File: src/rtl/por_seq.sv
// por_seq: multi-channel power-on reset sequencer.
//
// After reset_n is released the block waits INIT_DELAY cycles, then takes
// run[0] .. run[CHANNELS-1] out of reset one at a time, STAGE_DELAY+1 cycles
// apart. A re-reset request (sw_reset_req or a button event on ext_reset_n)
// puts the channels back into reset in the reverse order, then restarts the
// settling delay and the release sequence.
//
// Build option: define POR_SEQ_DEBOUNCE_EN to debounce the button. The
// synchronised button must then read low for DEBOUNCE_CYCLES consecutive edges
// before it counts. Without the macro every falling edge of the synchronised
// button is an event and DEBOUNCE_CYCLES is unused.
//
// dbg_state shows the sequencer state: 0 INIT, 1 UP, 2 RUN, 3 DOWN.

module por_seq #(
   parameter int CHANNELS        = 3,
   parameter int INIT_DELAY      = 1562500,
   parameter int STAGE_DELAY     = 25000,
   parameter int DEBOUNCE_CYCLES = 250000,
   parameter int CNT_W           = 24
) (
   input  logic                clk,
   input  logic                reset_n,
   input  logic                ext_reset_n,
   input  logic                sw_reset_req,
   output logic [CHANNELS-1:0] run,
   output logic                all_running,
   output logic                busy,
   output logic [1:0]          dbg_state
);

   // Request semantics: sw_reset_req is a plain level sampled on every rising
   // edge. Each edge it reads high is one request, and there is no
   // acknowledge. Requests that arrive during DOWN are dropped. ext events
   // are single-cycle pulses, so one button press makes exactly one request.

   localparam int IDX_W = (CHANNELS > 1) ? $clog2(CHANNELS) : 1;

   localparam logic [CNT_W-1:0] INIT_LOAD  = CNT_W'(INIT_DELAY);
   localparam logic [CNT_W-1:0] STAGE_LOAD = CNT_W'(STAGE_DELAY);
   localparam logic [IDX_W-1:0] LAST_IDX   = IDX_W'(CHANNELS - 1);
   localparam logic [IDX_W-1:0] TOP_DOWN   = IDX_W'((CHANNELS > 1) ? (CHANNELS - 2) : 0);

   typedef enum logic [1:0] {
      ST_INIT = 2'd0,
      ST_UP   = 2'd1,
      ST_RUN  = 2'd2,
      ST_DOWN = 2'd3
   } state_t;

   // ------------------------------------------------------------------
   // Button path: two-flop synchroniser, then conditioning
   // ------------------------------------------------------------------
   logic sync1_q;
   logic sync2_q;
   logic ext_lvl;    // conditioned button level, low = held in reset
   logic ext_evt_q;  // one-cycle pulse per button press

   // Bring the asynchronous button into the clock domain. Both flops idle high.
   always_ff @(posedge clk or negedge reset_n) begin
      if (!reset_n) begin
         sync1_q <= 1'b1;
         sync2_q <= 1'b1;
      end else begin
         sync1_q <= ext_reset_n;
         sync2_q <= sync1_q;
      end
   end

`ifdef POR_SEQ_DEBOUNCE_EN
   localparam int DBC_W = (DEBOUNCE_CYCLES > 1) ? $clog2(DEBOUNCE_CYCLES + 1) : 1;
   localparam logic [DBC_W-1:0] DBC_LAST =
      DBC_W'((DEBOUNCE_CYCLES > 0) ? (DEBOUNCE_CYCLES - 1) : 0);

   logic [DBC_W-1:0] dbc_q;
   logic             lvl_q;

   // Count consecutive low samples. The level drops and one event fires when
   // the run of low samples reaches DEBOUNCE_CYCLES. The first high sample
   // restores the level at once, so release needs no debounce.
   always_ff @(posedge clk or negedge reset_n) begin
      if (!reset_n) begin
         dbc_q     <= '0;
         lvl_q     <= 1'b1;
         ext_evt_q <= 1'b0;
      end else begin
         ext_evt_q <= 1'b0;
         if (sync2_q) begin
            dbc_q <= '0;
            lvl_q <= 1'b1;
         end else if (lvl_q) begin
            if (dbc_q == DBC_LAST) begin
               lvl_q     <= 1'b0;
               ext_evt_q <= 1'b1;
            end else begin
               dbc_q <= dbc_q + DBC_W'(1);
            end
         end
      end
   end

   assign ext_lvl = lvl_q;
`else
   logic sync2_prev_q;

   // Detect a falling edge on the synchronised button. The event is
   // registered, so the sequencer reacts one edge after the low sample.
   always_ff @(posedge clk or negedge reset_n) begin
      if (!reset_n) begin
         sync2_prev_q <= 1'b1;
         ext_evt_q    <= 1'b0;
      end else begin
         sync2_prev_q <= sync2_q;
         ext_evt_q    <= sync2_prev_q & ~sync2_q;
      end
   end

   assign ext_lvl = sync2_q;
`endif

   // ------------------------------------------------------------------
   // Sequencer
   // ------------------------------------------------------------------
   state_t               state_q;
   state_t               state_d;
   logic [CNT_W-1:0]     cnt_q;
   logic [CNT_W-1:0]     cnt_d;
   logic [IDX_W-1:0]     idx_q;   // UP: next channel to release; DOWN: next to assert
   logic [IDX_W-1:0]     idx_d;
   logic [CHANNELS-1:0]  run_q;
   logic [CHANNELS-1:0]  run_d;
   logic                 all_q;
   logic                 busy_q;

   logic                 rerun_req;
   logic                 cnt_zero;
   logic [CNT_W-1:0]     cnt_dec;

   assign rerun_req = sw_reset_req | ext_evt_q;
   assign cnt_zero  = (cnt_q == '0);
   assign cnt_dec   = cnt_q - CNT_W'(1);

   // State, counter and registered outputs. Reset drives every output
   // immediately, without waiting for a clock edge.
   always_ff @(posedge clk or negedge reset_n) begin
      if (!reset_n) begin
         state_q <= ST_INIT;
         cnt_q   <= INIT_LOAD;
         idx_q   <= '0;
         run_q   <= '0;
         all_q   <= 1'b0;
         busy_q  <= 1'b1;
      end else begin
         state_q <= state_d;
         cnt_q   <= cnt_d;
         idx_q   <= idx_d;
         run_q   <= run_d;
         all_q   <= (state_d == ST_RUN);
         busy_q  <= (state_d != ST_RUN);
      end
   end

   // Next state. The counter steps down once per edge, and a transition fires
   // on the edge at which it reads zero. A request takes priority over a
   // transition that falls on the same edge.
   always_comb begin
      state_d = state_q;
      cnt_d   = cnt_q;
      idx_d   = idx_q;
      run_d   = run_q;

      case (state_q)
         ST_INIT: begin
            if (rerun_req || !ext_lvl) begin
               // Restart settling, or hold it while the button is down.
               cnt_d = INIT_LOAD;
            end else if (cnt_zero) begin
               run_d[0] = 1'b1;
               cnt_d    = STAGE_LOAD;
               if (CHANNELS == 1) begin
                  state_d = ST_RUN;
               end else begin
                  state_d = ST_UP;
                  idx_d   = IDX_W'(1);
               end
            end else begin
               cnt_d = cnt_dec;
            end
         end

         ST_UP: begin
            if (rerun_req) begin
               // Assert the most recently released channel now. If that was
               // run[0], nothing is left to assert, so settling restarts.
               run_d[idx_q - IDX_W'(1)] = 1'b0;
               if (idx_q == IDX_W'(1)) begin
                  state_d = ST_INIT;
                  cnt_d   = INIT_LOAD;
               end else begin
                  state_d = ST_DOWN;
                  idx_d   = idx_q - IDX_W'(2);
                  cnt_d   = STAGE_LOAD;
               end
            end else if (cnt_zero) begin
               run_d[idx_q] = 1'b1;
               cnt_d        = STAGE_LOAD;
               if (idx_q == LAST_IDX) begin
                  state_d = ST_RUN;
               end else begin
                  idx_d = idx_q + IDX_W'(1);
               end
            end else begin
               cnt_d = cnt_dec;
            end
         end

         ST_RUN: begin
            if (rerun_req) begin
               run_d[CHANNELS-1] = 1'b0;
               if (CHANNELS == 1) begin
                  state_d = ST_INIT;
                  cnt_d   = INIT_LOAD;
               end else begin
                  state_d = ST_DOWN;
                  idx_d   = TOP_DOWN;
                  cnt_d   = STAGE_LOAD;
               end
            end
         end

         ST_DOWN: begin
            // Requests are dropped here; the shutdown always completes.
            if (cnt_zero) begin
               run_d[idx_q] = 1'b0;
               if (idx_q == '0) begin
                  state_d = ST_INIT;
                  cnt_d   = INIT_LOAD;
               end else begin
                  idx_d = idx_q - IDX_W'(1);
                  cnt_d = STAGE_LOAD;
               end
            end else begin
               cnt_d = cnt_dec;
            end
         end

         default: begin
            state_d = ST_INIT;
            cnt_d   = INIT_LOAD;
         end
      endcase
   end

   assign run         = run_q;
   assign all_running = all_q;
   assign busy        = busy_q;
   assign dbg_state   = state_q;

endmodule

File: config.mk
export PLATFORM = sky130hd
export DESIGN_NAME = por_seq
export DESIGN_NICKNAME = d
export VERILOG_FILES = /design/src/rtl/por_seq.sv
export SDC_FILE = /design/constraint.sdc
export NUM_CORES = 1
export LEC_CHECK = 0
export ABC_AREA = 1
export BUFFER_PORTS_ARGS = -buffer_cell sky130_fd_sc_hd__buf_2
export CAP_MARGIN = 10
export CORE_MARGIN = 5
export CORE_UTILIZATION = 35
export DETAILED_ROUTE_END_ITERATION = 16
export MAX_ROUTING_LAYER = met4
export PLACE_DENSITY = 0.58
export RECOVER_POWER = 25
export SYNTH_ARGS = -nofsm -noshare
export SYNTH_HDL_FRONTEND = slang
export SYNTH_SLANG_ARGS = --single-unit
File: constraint.sdc
create_clock -name clk -period 2.15 [get_ports clk]
set_input_delay 0.215 -clock clk [delete_from_list [all_inputs] [get_ports clk]]
set_output_delay 0.215 -clock clk [all_outputs]
set_load 0.1 [all_outputs]
Word level (Yosys, flattened, before mapping)
Cells that the tools add are included.
{"block": "totals", "ff_bits": 37, "in_bits": 4, "output_inout_bits": 7, "elab_cells": 98}
{"block": "op_classes", "addsub": 4, "order_cmp": 4, "n_eq_ne": 15, "n_mux": 41, "n_bitwise": 8, "n_reduce_logical": 14}
{"operator": "$mux W24", "n": 5}
{"operator": "$pmux W24 S4", "n": 1}
{"operator": "$mux W21", "n": 2}
{"operator": "$mux W2", "n": 18}
{"operator": "$logic_not A24 Y1", "n": 1}
{"operator": "$sub A24 B1 Y24 const B", "n": 1}
{"operator": "$pmux W2 S4", "n": 2}
{"operator": "$ne A2 B2 Y1 const B", "n": 6}
{"operator": "$mux W3", "n": 3}
{"operator": "$ne A3 B3 Y1 const B", "n": 3}
{"operator": "$eq A2 B2 Y1 const B", "n": 4}
{"operator": "$reduce_and A8 Y1", "n": 1}
{"operator": "$and A3 B3 Y3", "n": 2}
{"operator": "$lt A2 B3 Y1 const B", "n": 2}
{"operator": "$not A3 Y3", "n": 2}
{"operator": "$pmux W1 S3", "n": 2}
{"operator": "$reduce_bool A3 Y1", "n": 2}
{"operator": "$mux W1", "n": 5}
{"operator": "$reduce_and A5 Y1", "n": 1}
{"operator": "$demux W1 S2", "n": 2}
{"operator": "$eq A2 B1 Y1 const B", "n": 2}
{"operator": "$ge A2 B1 Y1 const B", "n": 2}
{"operator": "$logic_not A2 Y1", "n": 2}
{"operator": "$reduce_and A4 Y1", "n": 1}
{"operator": "13 further kinds", "n": 14}

Logic depth before layout (Yosys ltp)
{"block": "depth", "word_depth": 9, "mapped_depth": 12, "ltp_nobuf": 12}

Least setup slack after synthesis
OpenSTA, ideal clock, no wires.
{"block": "synth_path", "path_kind": "reg-to-reg", "from": "register state_q[1], in the netlist dbg_state[1]", "to": "register cnt_q[6]", "setup_time_ns": 0.120, "arrival_time_ns": 1.994, "required_time_ns": 2.030, "slack_ns": 0.037, "stages_incl_launch_ff": 8, "path_buffers": 1, "period_less_slack_ns": 2.113, "path_cell_list": "dfrtp_1 > nand2_1 > nor2_4 > inv_2 > buf_4 > nand3_1 > xor2_1 > nor2_1"}
{"block": "synth_via", "elab_chain_cells": 2, "word_cells_on_any_way": 6, "classes_between": "eq/ne: 4; mux: 1; reduce/logical: 1"}
{"element": "from (decl)", "line": "125", "source": "state_t state_q;"}
{"element": "from (signal assigned)", "line": "155", "source": "state_q <= state_d;"}
{"element": "$eq A2 B2 Y1 (tied with other cells)", "line": "173", "source": "case (state_q)"}
{"element": "$pmux W24 S4 / $ne A2 B2 Y1 (equally long branches)"}
{"element": "to (signal assigned)", "line": "156", "source": "cnt_q <= cnt_d;"}
{"element": "to (decl)", "line": "127", "source": "logic [CNT_W-1:0] cnt_q;"}
Several ways; a longest one is shown, not always the timed one.
A chain may end at the register's enable or synchronous reset.

Final worst setup path
{"block": "layout_path", "from": "register state_q[0], in the netlist dbg_state[0]", "to": "register cnt_q[22]"}
Same word-level chain as after synthesis.

==> results.json <==
{
  "synthFlopType": "dfrtp_1",
  "r2r_cells": 9,
  "coreArea_mm2": 0.006794,
  "hold_depth": 4,
  "reg2reg_slack_ns": 0.31,
  "finalSetupViolCount": 0,
  "pwr_density_cell_mw_per_mm2": 1490,
  "syn_inst": 329,
  "startpoint_type": "flop",
  "synth_compound_area_frac": 0.1113,
  "tns_ns": 0,
  "drive_above_1_share": 0.1826,
  "synth_fa_ha_area_frac": 0.02565,
  "tightestPinTransition_ns": 1.951,
  "cts_buffer_depth": 2,
  "syn-cell-area_mm2": 0.002439,
  "arrival_ns": 2.03,
  "post-route-period-util": 0.8579,
  "io_pins": 11,
  "slew_headroom": -0.3003,
  "first_pass_iters": 4,
  "drc": 0,
  "synth-seq-cells": 37,
  "holdCritPathClass": "in -> reg",
  "yosysTopAreaCellShare": 0.2155,
  "final_nets": 353,
  "timing.final.hold_violations": 0,
  "yosysWarnings": 0,
  "pwr-share-comb": 0.526,
  "die_y_um": 93.47,
  "grt_max_degree": 38,
  "swShare": 0.5078,
  "port_buffers": 10,
  "dp_slack_ns": 0.3203,
  "min_period_ns": 1.845,
  "first_global_vias": 2100,
  "violations": "capacitance limit, slew limit",
  "slew_viol_final": 38,
  "grt.overflow.total": 0,
  "use_met2": 0.2019,
  "dp_cells": 432,
  "seqPwrFrac": 0.320,
  "wl_per_cell_um": 12.34,
  "busiest_layer": "met2",
  "cts_root_buffer": "clkbuf_8",
  "rsz0062_at_grt": "false",
  "muxShareOfSynthArea": 0,
  "fin_area_mm2": 0.002705,
  "p_total_mw": 4.031,
  "fill_cells": 706,
  "p_int_mw": 1.984,
  "endpoint_kind": "flop",
  "fin_cells": 441,
  "use_met3": 0.02977,
  "ys_seq_area_frac": 0.3879,
  "htree_levels": 2,
  "synth-async-reset-ratio": 1.000,
  "clk_pin_slew_ns": 0.09,
  "critPathKind": "reg -> reg",
  "gp_congestion": 0.8408,
  "dieArea_mm2": 0.008737,
  "setup_ws_ns": 0.3055,
  "drt_iter0_drc": 124,
  "max_freq_mhz": 542.1,
  "die_x_um": 93.47,
  "vdd_drop_max_mv": 0.8006,
  "path_max_fanout": 13,
  "final_util": 0.3982,
  "area_growth_pct": 10.93,
  "pwr-share-clk": 0.154,
  "start_util": 0.3589,
  "vias": 2080,
  "cellLeakagePower_nw": 1.280,
  "switchingPower_mw": 2.047,
  "vias_per_cell": 4.717,
  "yosys.area_share.simple": 0.3535,
  "synth_edf_count": 0,
  "yosys.cell_types.count": 37,
  "grt_pass1_wl_um": 9597,
  "clkSinkCount": 37,
  "synth_top_family_by_area": "simple AND/OR/NAND/NOR gates",
  "placed_area_mm2": 0.002581,
  "clk_latency_ns": 0.30,
  "worst_clock_skew_ns": 0.01046,
  "avgSynthCellArea_um2": 7.412,
  "outcome": "finished with violations",
  "routed_wl_um": 5440,
  "antenna_found_initial": 0,
  "row_count": 30,
  "hpwl_um": 4056,
  "netlist_top_cells_count": "nand2_1, nor2_1, inv_1",
  "yosysMostFrequentCell": "nand2_1",
  "ant_nets": 0,
  "n_antenna_cell": 0,
  "critPathRequiredTime_ns": 2.33,
  "worst_hold_slack_ns": 0.3131,
  "cts_inserted_buffers": 5,
  "yosysTopAreaCell": "dfrtp_1",
  "globalRouteMet1Util": 0.1962,
  "synthXorXnorAreaFrac": 0.02873,
  "drv_cap": 1,
  "synth_area_leaders": "dfrtp_1, dfstp_2, nand2_1",
  "cts_tree": "done",
  "syn_nets": 338,
  "globalRouteTotalUtil": 0.1419
}
flip-flops by register name, summed over array words and instances (netlist names):
| name | count |
|---|---|
| all_running | 1 |
| run | 3 |
| ext_evt_q | 1 |
| cnt_q | 24 |
| busy | 1 |
| idx_q | 2 |
| sync1_q | 1 |
| sync2_prev_q | 1 |
| ext_lvl | 1 |
| dbg_state | 2 |
power groups by stage:
stage	clock network [mW]	logic, mW	registers [mW]
global placement	0	2.09	1.30
CTS	0.647	2.13	1.29
floorplan	0	1.42	1.56
finish	0.621	2.12	1.29
global route	0.673	2.41	1.33
detailed placement	0	2.11	1.30
layout by cell type, fill, tap and decap left out, types with 2 or more instances in the layout:
master	instances
nand2_1	69
nor2_1	51
inv_1	46
nand3_1	23
dfrtp_1	21
a21oi_1	16
dfstp_2	15
o21ai_0	13
nand4_1	11
buf_2	9
xor2_1	6
nor2_2	5
nand2_2	5
inv_2	5
o21ai_1	5
ha_1	5
clkbuf_8	5
nor2_4	3
nor3_1	3
o21ai_2	2
nor3b_2	2
xnor2_1	2
o22ai_1	2
o211ai_1	2
routing by layer:
layer / up-vias / part of all wire / routed length [µm]
met5: - / 0 / 0
met4: 0 / 0.019 / 101
met2: 51 / 0.42 / 2301
met3: 9 / 0.045 / 243
met1: 937 / 0.51 / 2794
li1: 1083 / - / -
final cells by class:
class                   instances  area [µm²]  area share
well taps                      96       120.1     0.04440
clock inverters                 3       46.29     0.01711
clock buffers                   5       68.82     0.02544
multi-input cells             237        1266      0.4681
repair buffers                 12       66.31     0.02451
inverters                      51       191.4     0.07077
flip-flops and latches         37       945.9      0.3497
final timing paths:
kind,startpoint,to
min in group asynchronous,reset_n,idx_q[0]
setup reg to reg,dbg_state[0],cnt_q[22]
hold reg to reg,sync1_q,ext_lvl
setup / recovery,dbg_state[0],cnt_q[22]
max in group asynchronous,reset_n,cnt_q[23]
hold / removal,sw_reset_req,run[1]
worst max-delay path, stage by stage (launching register included):
cell and delay [ns]:
dfrtp_1 0.57, inv_2 0.13, nand2_1 0.16, nor2_4 0.11
inv_2 0.22, nand2_1 0.10, nor2_1 0.11, nand4_1 0.10
o21ai_0 0.17, a21oi_1 0.06
what timing repair did:
| item | in CTS | in global routing |
|---|---|---|
| setup buffers | 0 | 0 |
| hold buffers | 1 | 0 |
| hold endpoints to repair | 1 | 0 |
| gates resized for setup | 0 | 0 |
cells by family after synthesis:
| family | after synthesis |
|---|---|
| compound gates | 45 |
| flops | 37 |
| fa+ha+maj | 5 |
| buf+inv | 55 |
| xor+xnor | 8 |
| simple gates | 179 |
(Power assumes the default switching activity.)
